### src/rtl/operand_pair_loader_v_if.sv
// Stream bundle for operand_pair_loader_v: input word stream and output sum stream.
// The loader uses the slave view; the producer/consumer side uses the master view.
interface operand_pair_loader_v_if #(
    parameter int unsigned W = 8
) ();

    logic [W-1:0] in_data;
    logic         in_valid;
    logic         in_ready;
    logic [W-1:0] out_data;
    logic         out_valid;
    logic         out_ready;

    modport master (
        output in_data,
        output in_valid,
        input  in_ready,
        input  out_data,
        input  out_valid,
        output out_ready
    );

    modport slave (
        input  in_data,
        input  in_valid,
        output in_ready,
        output out_data,
        output out_valid,
        input  out_ready
    );

endinterface

### src/rtl/operand_pair_loader_v.sv
// Pairs consecutive stream words into adder operands, returns the sum as a stream
// and counts hand-offs. Optional carry flag on port ovf when OPERAND_PAIR_LOADER_OVF_EN is defined.
module operand_pair_loader_v #(
    parameter int unsigned W     = 8,
    parameter int unsigned CNT_W = 16
) (
    input  logic                 clk,
    input  logic                 resetn,
    operand_pair_loader_v_if.slave bus,
    output logic [W-1:0]         x_0,
    output logic [W-1:0]         x_1,
    input  logic [W-1:0]         result,
    output logic [CNT_W-1:0]     pair_cnt
`ifdef OPERAND_PAIR_LOADER_OVF_EN
    ,
    output logic                 ovf
`endif
);

    typedef enum logic [1:0] {
        WAIT_A = 2'd0,
        WAIT_B = 2'd1,
        SUM    = 2'd2,
        HOLD   = 2'd3
    } state_t;

    state_t state;

    // Words are only taken while an operand slot is open.
    assign bus.in_ready = (state == WAIT_A) || (state == WAIT_B);

    // Operand capture, adder sampling and output hand-off.
    always_ff @(posedge clk or negedge resetn) begin
        if (!resetn) begin
            state         <= WAIT_A;
            x_0           <= '0;
            x_1           <= '0;
            bus.out_data  <= '0;
            bus.out_valid <= 1'b0;
            pair_cnt      <= '0;
`ifdef OPERAND_PAIR_LOADER_OVF_EN
            ovf           <= 1'b0;
`endif
        end else begin
            case (state)
                WAIT_A: begin
                    if (bus.in_valid) begin
                        x_0   <= bus.in_data;
                        state <= WAIT_B;
                    end
                end
                WAIT_B: begin
                    if (bus.in_valid) begin
                        x_1   <= bus.in_data;
                        state <= SUM;
                    end
                end
                SUM: begin
                    // Operands have been stable for a full cycle; the adder output has settled.
                    bus.out_data  <= result;
                    bus.out_valid <= 1'b1;
`ifdef OPERAND_PAIR_LOADER_OVF_EN
                    ovf           <= (result < x_0);
`endif
                    state         <= HOLD;
                end
                HOLD: begin
                    if (bus.out_ready) begin
                        bus.out_valid <= 1'b0;
                        pair_cnt      <= pair_cnt + CNT_W'(1);
`ifdef OPERAND_PAIR_LOADER_OVF_EN
                        ovf           <= 1'b0;
`endif
                        state         <= WAIT_A;
                    end
                end
                default: state <= WAIT_A;
            endcase
        end
    end

endmodule

### src/flat_wrapper.sv
// flat-port wrapper written by rule: the top's interface ports become plain ports
module operand_pair_loader_v_flat 
#(
    parameter int unsigned W     = 8,
    parameter int unsigned CNT_W = 16
)
  (clk, resetn, x_0, x_1, result, pair_cnt, bus_in_data, bus_in_valid, bus_in_ready, bus_out_data, bus_out_valid, bus_out_ready);
  operand_pair_loader_v_if #(.W(W)) bus_i ();
  input  logic clk;
  input  logic resetn;
  output logic [W-1:0] x_0;
  output logic [W-1:0] x_1;
  input  logic [W-1:0] result;
  output logic [CNT_W-1:0] pair_cnt;
  input wire logic [$bits(bus_i.in_data)-1:0] bus_in_data;
  input wire logic [$bits(bus_i.in_valid)-1:0] bus_in_valid;
  output wire logic [$bits(bus_i.in_ready)-1:0] bus_in_ready;
  output wire logic [$bits(bus_i.out_data)-1:0] bus_out_data;
  output wire logic [$bits(bus_i.out_valid)-1:0] bus_out_valid;
  input wire logic [$bits(bus_i.out_ready)-1:0] bus_out_ready;
  assign bus_i.in_data = bus_in_data;
  assign bus_i.in_valid = bus_in_valid;
  assign bus_in_ready = bus_i.in_ready;
  assign bus_out_data = bus_i.out_data;
  assign bus_out_valid = bus_i.out_valid;
  assign bus_i.out_ready = bus_out_ready;
  operand_pair_loader_v #(.W(W), .CNT_W(CNT_W)) u_core (.clk(clk), .resetn(resetn), .bus(bus_i), .x_0(x_0), .x_1(x_1), .result(result), .pair_cnt(pair_cnt));
endmodule
### config.mk
export PLATFORM = sky130hd
export DESIGN_NAME = operand_pair_loader_v_flat
export DESIGN_NICKNAME = d
export VERILOG_FILES = /design/src/rtl/operand_pair_loader_v_if.sv /design/src/rtl/operand_pair_loader_v.sv /design/src/flat_wrapper.sv
export SDC_FILE = /design/constraint.sdc
export NUM_CORES = 1
export LEC_CHECK = 0
export ABC_AREA = 1
export CORE_UTILIZATION = 49
export DETAILED_ROUTE_END_ITERATION = 8
export MAX_ROUTING_LAYER = met4
export PLACE_DENSITY = 0.84
export SYNTH_ARGS = -nofsm -noshare
export SYNTH_HDL_FRONTEND = slang
export SYNTH_SLANG_ARGS = --single-unit
### constraint.sdc
create_clock -name clk -period 2.1 [get_ports clk]
set_clock_uncertainty 0.15 [all_clocks]
set_input_delay 0.21 -clock clk [delete_from_list [all_inputs] [get_ports clk]]
set_output_delay 0.21 -clock clk [all_outputs]
set_load 0.02 [all_outputs]
==> results of run 1 <==
critical path: cells and delay by family (launching register included):
kind / cells / cell delay (ns)
adders and majority gates: 1 / 0.21
buffers and inverters: 2 / 0.42
DFF: 1 / 0.40
and+or+nand+nor: 1 / 0.31
cells by family (layout without fill, tap and decap cells):
kind of cell / Yosys count / count (layout)
AO/OA/AOI/OAI: 21 / 21
XOR/XNOR: 11 / 11
adder cells (fa/ha/maj): 6 / 6
buffers and inverters: 31 / 99
flip-flops: 43 / 43
multiplexers: 8 / 8
AND/OR/NAND/NOR: 82 / 82
cell usage after synthesis:
library cell,number
o21ai_1,1
ha_1,6
clkbuf_1,2
nand3_1,7
or2_2,1
nand4_1,2
nor2_1,18
a21oi_1,2
mux2_2,8
inv_1,27
buf_2,1
inv_2,1
o21ai_0,18
nor3b_1,1
nor2_2,2
nor3_1,2
xor2_1,7
nand2_1,45
nand2_2,2
dfrtp_1,43
nor2_4,2
xnor2_1,4
per-layer routing:
metal  share of wire (%)  vias up
met3                 6.2        6
met5                   0        -
li1                    -      763
met4                 1.5        0
met1                  47      727
met2                  45       60
repair_timing:
item / CTS / global route
endpoints found under the hold margin: 18 / 0
resized for setup: 1 / 0
endpoints found under the setup margin: 1 / 0
hold buffers: 1 / 0
report_power, final:
part	internal (W)	switching [W]
Combinational	0.000769	0.000829
Clock	0.000233	0.000262
Sequential	0.00113	0.000195
how the worst min path moves through the flow:
stage | startpoint | to | slack [ns]
2_1_floorplan | resetn | u_core.bus.out_data[0]$_DFFE_PN0P_ | -0.24
3_3_place_gp | resetn | u_core.pair_cnt[13]$_DFFE_PN0P_ | 0.01
3_5_place_dp | resetn | u_core.pair_cnt[13]$_DFFE_PN0P_ | 0.02
4_1_cts | resetn | u_core.pair_cnt[13]$_DFFE_PN0P_ | 0.23
5_1_grt | resetn | u_core.pair_cnt[7]$_DFFE_PN0P_ | 0.25
6_report | resetn | u_core.pair_cnt[13]$_DFFE_PN0P_ | 0.22
sequential cells by signal, summed over array words and instances, names as in the netlist:
register and cells:
u_core.x_0 8, u_core.pair_cnt 16, u_core.bus.out_valid 1, u_core.bus.out_data 8, u_core.state 2, u_core.x_1 8
metrics by stage:
step           instance area, sq um  util (%)  cells
2_1_floorplan                  1916         -    202
3_3_place_gp                   2576     69.33    309
3_5_place_dp                   2576     69.33    309
4_1_cts                        2666     71.75    318
5_1_grt                        2666     71.75    318
6_report                       2666     71.75    318
final cells by class:
cell class / count / share of cell area (%)
clock buffers: 7 / 2.863
inverters: 28 / 3.942
well taps: 48 / 2.252
repair buffers: 63 / 23.32
clock inverters: 1 / 0.1877
multi-input cells: 128 / 27.08
flip-flops and latches: 43 / 40.36
==> flow_summary.json, run 1 <==
{
  "r2r_slack_ns": 0.43,
  "run_status": "completed",
  "cts_root_buffer": "clkbuf_8",
  "drtIter0Drc": 93,
  "use_met1_pct": 25.99,
  "path_cells": "inv_1, ha_1, or2_2, dlygate4sd2_1",
  "die_x_um": 64.53,
  "muxShareOfSynthArea_pct": 4.703,
  "crit_end": "bus_in_ready",
  "r2r-end": "u_core.state[1]$_DFFE_PN0P_",
  "fin_nets": 295,
  "worstReg2RegStart": "u_core.state[0]$_DFFE_PN0P_",
  "multi_input_area_sq_um": 721.9,
  "dp_hpwl_um": 2907,
  "sequential_cell_area_sq_um": 1076,
  "synthXorXnorAreaFrac_pct": 5.029,
  "cpMaxStageDelayCell": "dfrtp_1",
  "die_h_um": 64.53,
  "reg2regPathDepth": 7,
  "grt_pass1_vias": 1535,
  "num_antenna_cells": 0,
  "clk_pin_slew_ns": 0.07,
  "ir_worst_vdd_mv": 0.8785,
  "hold_ws_ns": 0.2215,
  "cp.arrival_ns": 1.64,
  "yosysWarnings": 0,
  "ant_nets": 0,
  "grt_max_degree": 26,
  "rsz0062_at_grt": "false",
  "yosys.area_share.adder_pct": 3.919,
  "avgRoutedWirePerCell_um": 12.25,
  "final_common_cell": "clkdlybuf4s50_1",
  "slew_headroom_pct": 68.43,
  "max_cap_viol_count": 0,
  "final_cell_mix": "clkdlybuf4s50_1 (59), nand2_1 (45), dfrtp_1 (43)",
  "synth_nets": 228,
  "place_ws_ns": 0.2091,
  "drcViolationCount": 0,
  "ios": 62,
  "cp-end-kind": "primary output",
  "synth_compound_gate_area_share_pct": 5.487,
  "seq_area_frac_synth_pct": 56.17,
  "fillCellCount": 294,
  "clock_sinks": 43,
  "gp_congestion": 0.8297,
  "cp.required_ns": 1.74,
  "portBuffers": 61,
  "power_leakage_nw": 1.248,
  "cts_buffers": 5,
  "worst_pin_slew_ns": 0.4724,
  "hp-class": "primary input to async pin",
  "met2_usage_pct": 35.39,
  "fin_crit_ns": 2.000,
  "crit_type": "register to primary output",
  "start_util_pct": 51.55,
  "postCtsSetupBuffers": 0,
  "ys_types": 22,
  "cts_tree": "built",
  "cp-startpoint": "u_core.state[0]$_DFFE_PN0P_",
  "path_max_fanout": 4,
  "worst_path_largest_cell_delay_ns": 0.40,
  "design.core.area_sq_um": 3716,
  "synth_cells": 202,
  "drt_pass1_iterations": 5,
  "tns_ns": 0,
  "h-tree-depth": 2,
  "slew_violations": 0,
  "grt_pass1_wl_um": 6658,
  "via_per_inst": 4.893,
  "synth_top_family_by_area": "simple AND/OR/NAND/NOR gates",
  "antenna_found_initial": 0,
  "syn_avg_cell_area_sq_um": 9.483,
  "area_delta_synth_final_pct": 39.19,
  "synth-seq-cells": 43,
  "totalPowerFinal_w": 0.003414,
  "syn-cell-area_sq_um": 1916,
  "clockBufferDepth": 2,
  "rows": 22,
  "wl_um": 3894,
  "final-setup-viol-count": 0,
  "synth_top_cell_area_share_pct": 56.17,
  "yosys.area.top_type": "dfrtp_1",
  "finalHoldViolations": 0,
  "drive_gt1_share_pct": 8.889,
  "timing.final.crit_share_pct": 95.26,
  "power_density_nw_per_um2": 1280,
  "clk_latency_ns": 0.29,
  "busiest_layer": "met2",
  "vias": 1556,
  "fmaxAchievable_mhz": 499.9,
  "grt_usage_pct": 21.92,
  "use_met3_pct": 6.690,
  "start_kind": "register",
  "grt-ovfl-total": 0,
  "synthTopCellsByArea": "dfrtp_1 (56%), nand2_1 (8.8%), inv_1 (5.3%)",
  "fin_ws_ns": 0.09959,
  "dieArea_sq_um": 4163,
  "synthSimpleGateAreaFrac_pct": 18.55
}
No activity file was read; power rests on OpenSTA's default activity.
==> run 2: changes to the inputs <==
==> constraint.sdc (replaced) <==
create_clock -name clk -period 2.1 [get_ports clk]
set_clock_uncertainty 0.15 [all_clocks]
set_input_delay 0.21 -clock clk [delete_from_list [all_inputs] [get_ports clk]]
set_output_delay 0.21 -clock clk [all_outputs]
set_load 0.05 [all_outputs]
==> flow_summary.json, run 2 (same netlist as run 1, synthesis figures left out) <==
{
  "timing.final.crit_share_pct": 92.88,
  "crit_type": "register to primary output",
  "grt_pass1_wl_um": 7051,
  "path_cells": "clkdlybuf4s50_1",
  "r2r_slack_ns": 0.43,
  "vias": 1542,
  "cpMaxStageDelayCell": "clkdlybuf4s50_1",
  "run_status": "completed",
  "grt_usage_pct": 23.44,
  "rows": 22,
  "fin_area_sq_um": 2691,
  "final-setup-viol-count": 0,
  "placed_cell_area_sq_um": 2581,
  "ir_worst_vdd_mv": 1.053,
  "final_util_pct": 72.42,
  "dieArea_sq_um": 4163,
  "clk_latency_ns": 0.30,
  "worstReg2RegStart": "u_core.state[0]$_DFFE_PN0P_",
  "via_per_inst": 4.834,
  "tns_ns": 0,
  "area_delta_synth_final_pct": 40.50,
  "final_cell_mix": "clkdlybuf4s50_1 (59), nand2_1 (45), dfrtp_1 (43)",
  "wl_um": 4066,
  "finalHoldViolations": 0,
  "clock_sinks": 43,
  "place_ws_ns": 0.4184,
  "drive_gt1_share_pct": 9.963,
  "grt-ovfl-total": 0,
  "fin_nets": 296,
  "rsz0062_at_grt": "false",
  "largest_reg_flops": 16,
  "drt_pass1_iterations": 4,
  "power_density_nw_per_um2": 1544,
  "cts-resized-gates": 0,
  "slew_headroom_pct": 64.97,
  "ant_nets": 0,
  "start_kind": "register",
  "path_max_fanout": 5,
  "path_delay_family": "buffers and inverters",
  "cp.depth": 1,
  "ios": 62,
  "avgRoutedWirePerCell_um": 12.75,
  "worst_path_largest_cell_delay_ns": 0.84,
  "regMostFlops": "u_core.pair_cnt",
  "cp-end-kind": "primary output",
  "postCtsSetupBuffers": 0,
  "cts_tree": "built",
  "die_x_um": 64.53,
  "fin_ws_ns": 0.1495,
  "cp-startpoint": "u_core.pair_cnt[8]$_DFFE_PN0P_",
  "die_h_um": 64.53,
  "cts_buffers": 5,
  "path_buf_inv": 1,
  "r2r-end": "u_core.state[1]$_DFFE_PN0P_",
  "final_common_cell": "clkdlybuf4s50_1",
  "power_leakage_nw": 1.261,
  "drcViolationCount": 0,
  "dp_hpwl_um": 3005,
  "gp_congestion": 0.9202,
  "h-tree-depth": 2,
  "clockBufferDepth": 2,
  "grt_pass1_vias": 1609,
  "start_util_pct": 51.55,
  "drtIter0Drc": 58,
  "slew_violations": 0,
  "worst_pin_slew_ns": 0.5237,
  "crit_end": "pair_cnt[8]",
  "fmaxAchievable_mhz": 512.7,
  "max_cap_viol_count": 0,
  "reg2regPathDepth": 7,
  "grt_max_degree": 19,
  "fin_crit_ns": 1.950,
  "clk_pin_slew_ns": 0.08,
  "cp.required_ns": 1.74,
  "num_antenna_cells": 0,
  "cts.hold.buffers_added": 1,
  "design.core.area_sq_um": 3716,
  "cp.arrival_ns": 1.59,
  "cts_root_buffer": "clkbuf_8",
  "antenna_found_initial": 0,
  "portBuffers": 61,
  "hp-class": "primary input to async pin"
}
## run 2: cell count changes in the layout (fill, tap and decap cells not counted)
cell and change:
clkbuf_8 +2, clkbuf_1 -1, buf_4 +2, dlygate4sd2_1 -1, clkinv_2 -1
## run 2: cell type report
type                       count  area, sq um
multi-input combinational    128        721.9
clock buffer                   8        100.1
inverter                      28        105.1
tap                           48        60.06
timing repair buffer          64        628.1
fill                         293         1025
sequential                    43         1076
## run 2: layer usage
layer	GRT usage [%]	wire [um]	vias to the layer above
met4	13.06	86	0
li1	-	-	760
met5	-	0	-
met1	27.72	1864	719
met2	35.53	1870	55
met3	7.394	245	8
## run 2: worst min-delay path by stage
stage               startpoint                                  to  slack, ns  cells after the start
global placement        resetn     u_core.pair_cnt[14]$_DFFE_PN0P_      -0.03                      1
CTS                     resetn  u_core.bus.out_data[7]$_DFFE_PN0P_       0.19                      2
finish                  resetn      u_core.pair_cnt[5]$_DFFE_PN0P_       0.19                      2
floorplan               resetn  u_core.bus.out_data[0]$_DFFE_PN0P_      -0.24                      0
global route            resetn  u_core.bus.out_data[7]$_DFFE_PN0P_       0.21                      2
detailed placement      resetn     u_core.pair_cnt[14]$_DFFE_PN0P_      -0.02                      1
## run 2: power by group
| group | internal (W) | leakage [nW] | switching (W) |
|---|---|---|---|
| clock | 0.000300 | 0.0515 | 0.000271 |
| sequential | 0.00113 | 0.524 | 0.000199 |
| combinational | 0.000768 | 0.685 | 0.00149 |
## run 2: metrics by stage
step | hold slack (ns) | instances | power, W
3_5_place_dp | -0.01786 | 310 | 0.003609
2_1_floorplan | -0.2356 | 202 | 0.002838
5_1_grt | 0.2065 | 319 | 0.004382
3_3_place_gp | -0.02579 | 310 | 0.003550
4_1_cts | 0.1891 | 319 | 0.004186
6_report | 0.1877 | 319 | 0.004156
==> run 3: changes to the inputs <==
--- a/config.mk
+++ b/config.mk
@@ -10,6 +10,7 @@
 export DETAILED_ROUTE_END_ITERATION = 8
 export MAX_ROUTING_LAYER = met4
 export PLACE_DENSITY = 0.84
+export REMOVE_ABC_BUFFERS = 1
 export SYNTH_ARGS = -nofsm -noshare
 export SYNTH_HDL_FRONTEND = slang
 export SYNTH_SLANG_ARGS = --single-unit
==> flow_summary.json, run 3 (same netlist as run 1, synthesis figures left out) <==
{
  "fin_ws_ns": 0.1692,
  "grt-ovfl-total": 0,
  "rows": 22,
  "fin_nets": 295,
  "rsz0062_at_grt": "false",
  "drive_gt1_share_pct": 9.259,
  "cp.depth": 1,
  "final_common_cell": "clkdlybuf4s50_1",
  "wl_um": 3738,
  "h-tree-depth": 2,
  "clock_sinks": 43,
  "via_per_inst": 4.805,
  "ios": 62,
  "regMostFlops": "u_core.pair_cnt",
  "reg2regPathDepth": 3,
  "path_cells": "clkdlybuf4s50_1",
  "cp-end-kind": "primary output",
  "clk_pin_slew_ns": 0.08,
  "design.core.area_sq_um": 3716,
  "path_buf_inv": 1,
  "cts_buffers": 5,
  "path_max_fanout": 5,
  "worstReg2RegStart": "u_core.state[0]$_DFFE_PN0P_",
  "timing.final.crit_share_pct": 91.94,
  "area_delta_synth_final_pct": 39.12,
  "power_density_nw_per_um2": 1524,
  "clockBufferDepth": 2,
  "fmaxAchievable_mhz": 517.9,
  "die_x_um": 64.53,
  "clk_latency_ns": 0.29,
  "fillCellCount": 267,
  "dieArea_sq_um": 4163,
  "start_kind": "register",
  "dp_hpwl_um": 2754,
  "drt_pass1_iterations": 4,
  "cts_root_buffer": "clkbuf_8",
  "grt_pass1_wl_um": 6534,
  "grt_max_degree": 44,
  "r2r-end": "u_core.bus.out_data[1]$_DFFE_PN0P_",
  "drcViolationCount": 0,
  "vias": 1528,
  "cpMaxStageDelayCell": "clkdlybuf4s50_1",
  "finalHoldViolations": 0,
  "cp.required_ns": 1.74,
  "cts-resized-gates": 0,
  "r2r_slack_ns": 0.47,
  "hp-class": "register to register",
  "ir_worst_vdd_mv": 0.9665,
  "start_util_pct": 51.55,
  "slew_headroom_pct": 64.98,
  "antenna_found_initial": 0,
  "final_cell_mix": "clkdlybuf4s50_1 (59), nand2_1 (45), dfrtp_1 (43)",
  "crit_type": "register to primary output",
  "worst_path_largest_cell_delay_ns": 0.83,
  "num_antenna_cells": 0,
  "portBuffers": 61,
  "max_cap_viol_count": 0,
  "place_ws_ns": 0.4472,
  "path_delay_family": "buffers and inverters",
  "tns_ns": 0,
  "die_h_um": 64.53,
  "cp-startpoint": "u_core.pair_cnt[8]$_DFFE_PN0P_",
  "final-setup-viol-count": 0,
  "crit_end": "pair_cnt[8]",
  "cp.arrival_ns": 1.57,
  "grt_usage_pct": 21.43,
  "power_leakage_nw": 1.247,
  "drtIter0Drc": 92,
  "worst_pin_slew_ns": 0.5237,
  "grt_pass1_vias": 1516,
  "ant_nets": 0,
  "slew_violations": 0,
  "gp_congestion": 0.8593,
  "largest_reg_flops": 16,
  "fin_crit_ns": 1.931,
  "hp-start": "u_core.x_0[0]$_DFFE_PN0P_",
  "run_status": "completed",
  "cts_tree": "built",
  "avgRoutedWirePerCell_um": 11.75
}
[run 3: changes by cell type in the layout (fill, tap and decap cells not counted), sizes merged]
cell and change:
buf -1, clkbuf -1, clkinv +1
[run 3: repair_timing]
action | CTS | global route
setup buffers | 0 | 0
hold buffers | 1 | 0
hold endpoints to repair | 43 | 0
setup endpoints to repair | 0 | 0
[run 3: per-stage QoR]
| stage | total power (W) | util, % | cell area, sq um | hold slack, ns | instances |
|---|---|---|---|---|---|
| final | 0.004062 | 71.72 | 2665 | 0.3381 | 318 |
| after global placement | 0.003556 | 69.26 | 2574 | 0.1619 | 309 |
| after global routing | 0.004308 | 71.72 | 2665 | 0.3475 | 318 |
| after CTS | 0.004102 | 71.72 | 2665 | 0.3403 | 318 |
| after floorplan | 0.002830 | - | 1903 | -0.2356 | 199 |
| after detailed placement | 0.003598 | 69.26 | 2574 | 0.1613 | 309 |
[run 3: power breakdown]
part           switching (W)  internal, W
registers           0.000184      0.00113
clock network       0.000258     0.000233
logic                0.00150     0.000767
total                0.00194      0.00213
[run 3: layout make-up]
| cell class | instances | area [sq um] | share of cell area, % |
|---|---|---|---|
| flip-flops and latches | 43 | 1076 | 40.38 |
| multi-input cells | 128 | 721.9 | 27.09 |
| repair buffers | 63 | 620.6 | 23.29 |
| inverters | 28 | 105.1 | 3.944 |
| clock buffers | 7 | 76.32 | 2.864 |
| well taps | 48 | 60.06 | 2.254 |
| clock inverters | 1 | 5.005 | 0.1878 |
[run 3: worst min path at each step]
stage | end | slack, ns | depth (start not counted)
after floorplan | u_core.bus.out_data[0]$_DFFE_PN0P_ | -0.24 | 0
after global placement | u_core.bus.out_data[4]$_DFFE_PN0P_ | 0.16 | 2
after detailed placement | u_core.bus.out_data[4]$_DFFE_PN0P_ | 0.16 | 2
after CTS | u_core.x_0[1]$_DFFE_PN0P_ | 0.34 | 3
after global routing | u_core.x_0[2]$_DFFE_PN0P_ | 0.35 | 3
final | u_core.x_0[0]$_DFFE_PN0P_ | 0.34 | 2
[run 3: metal layers]
layer  share of wire [%]  global-route usage [%]  vias to the layer above
li1                    -                       -                      760
met1                  44                   24.39                      713
met2                  49                   35.39                       45
met3                 4.2                   4.401                       10
met4                 2.3                   11.67                        0
met5                   0                       -                        -
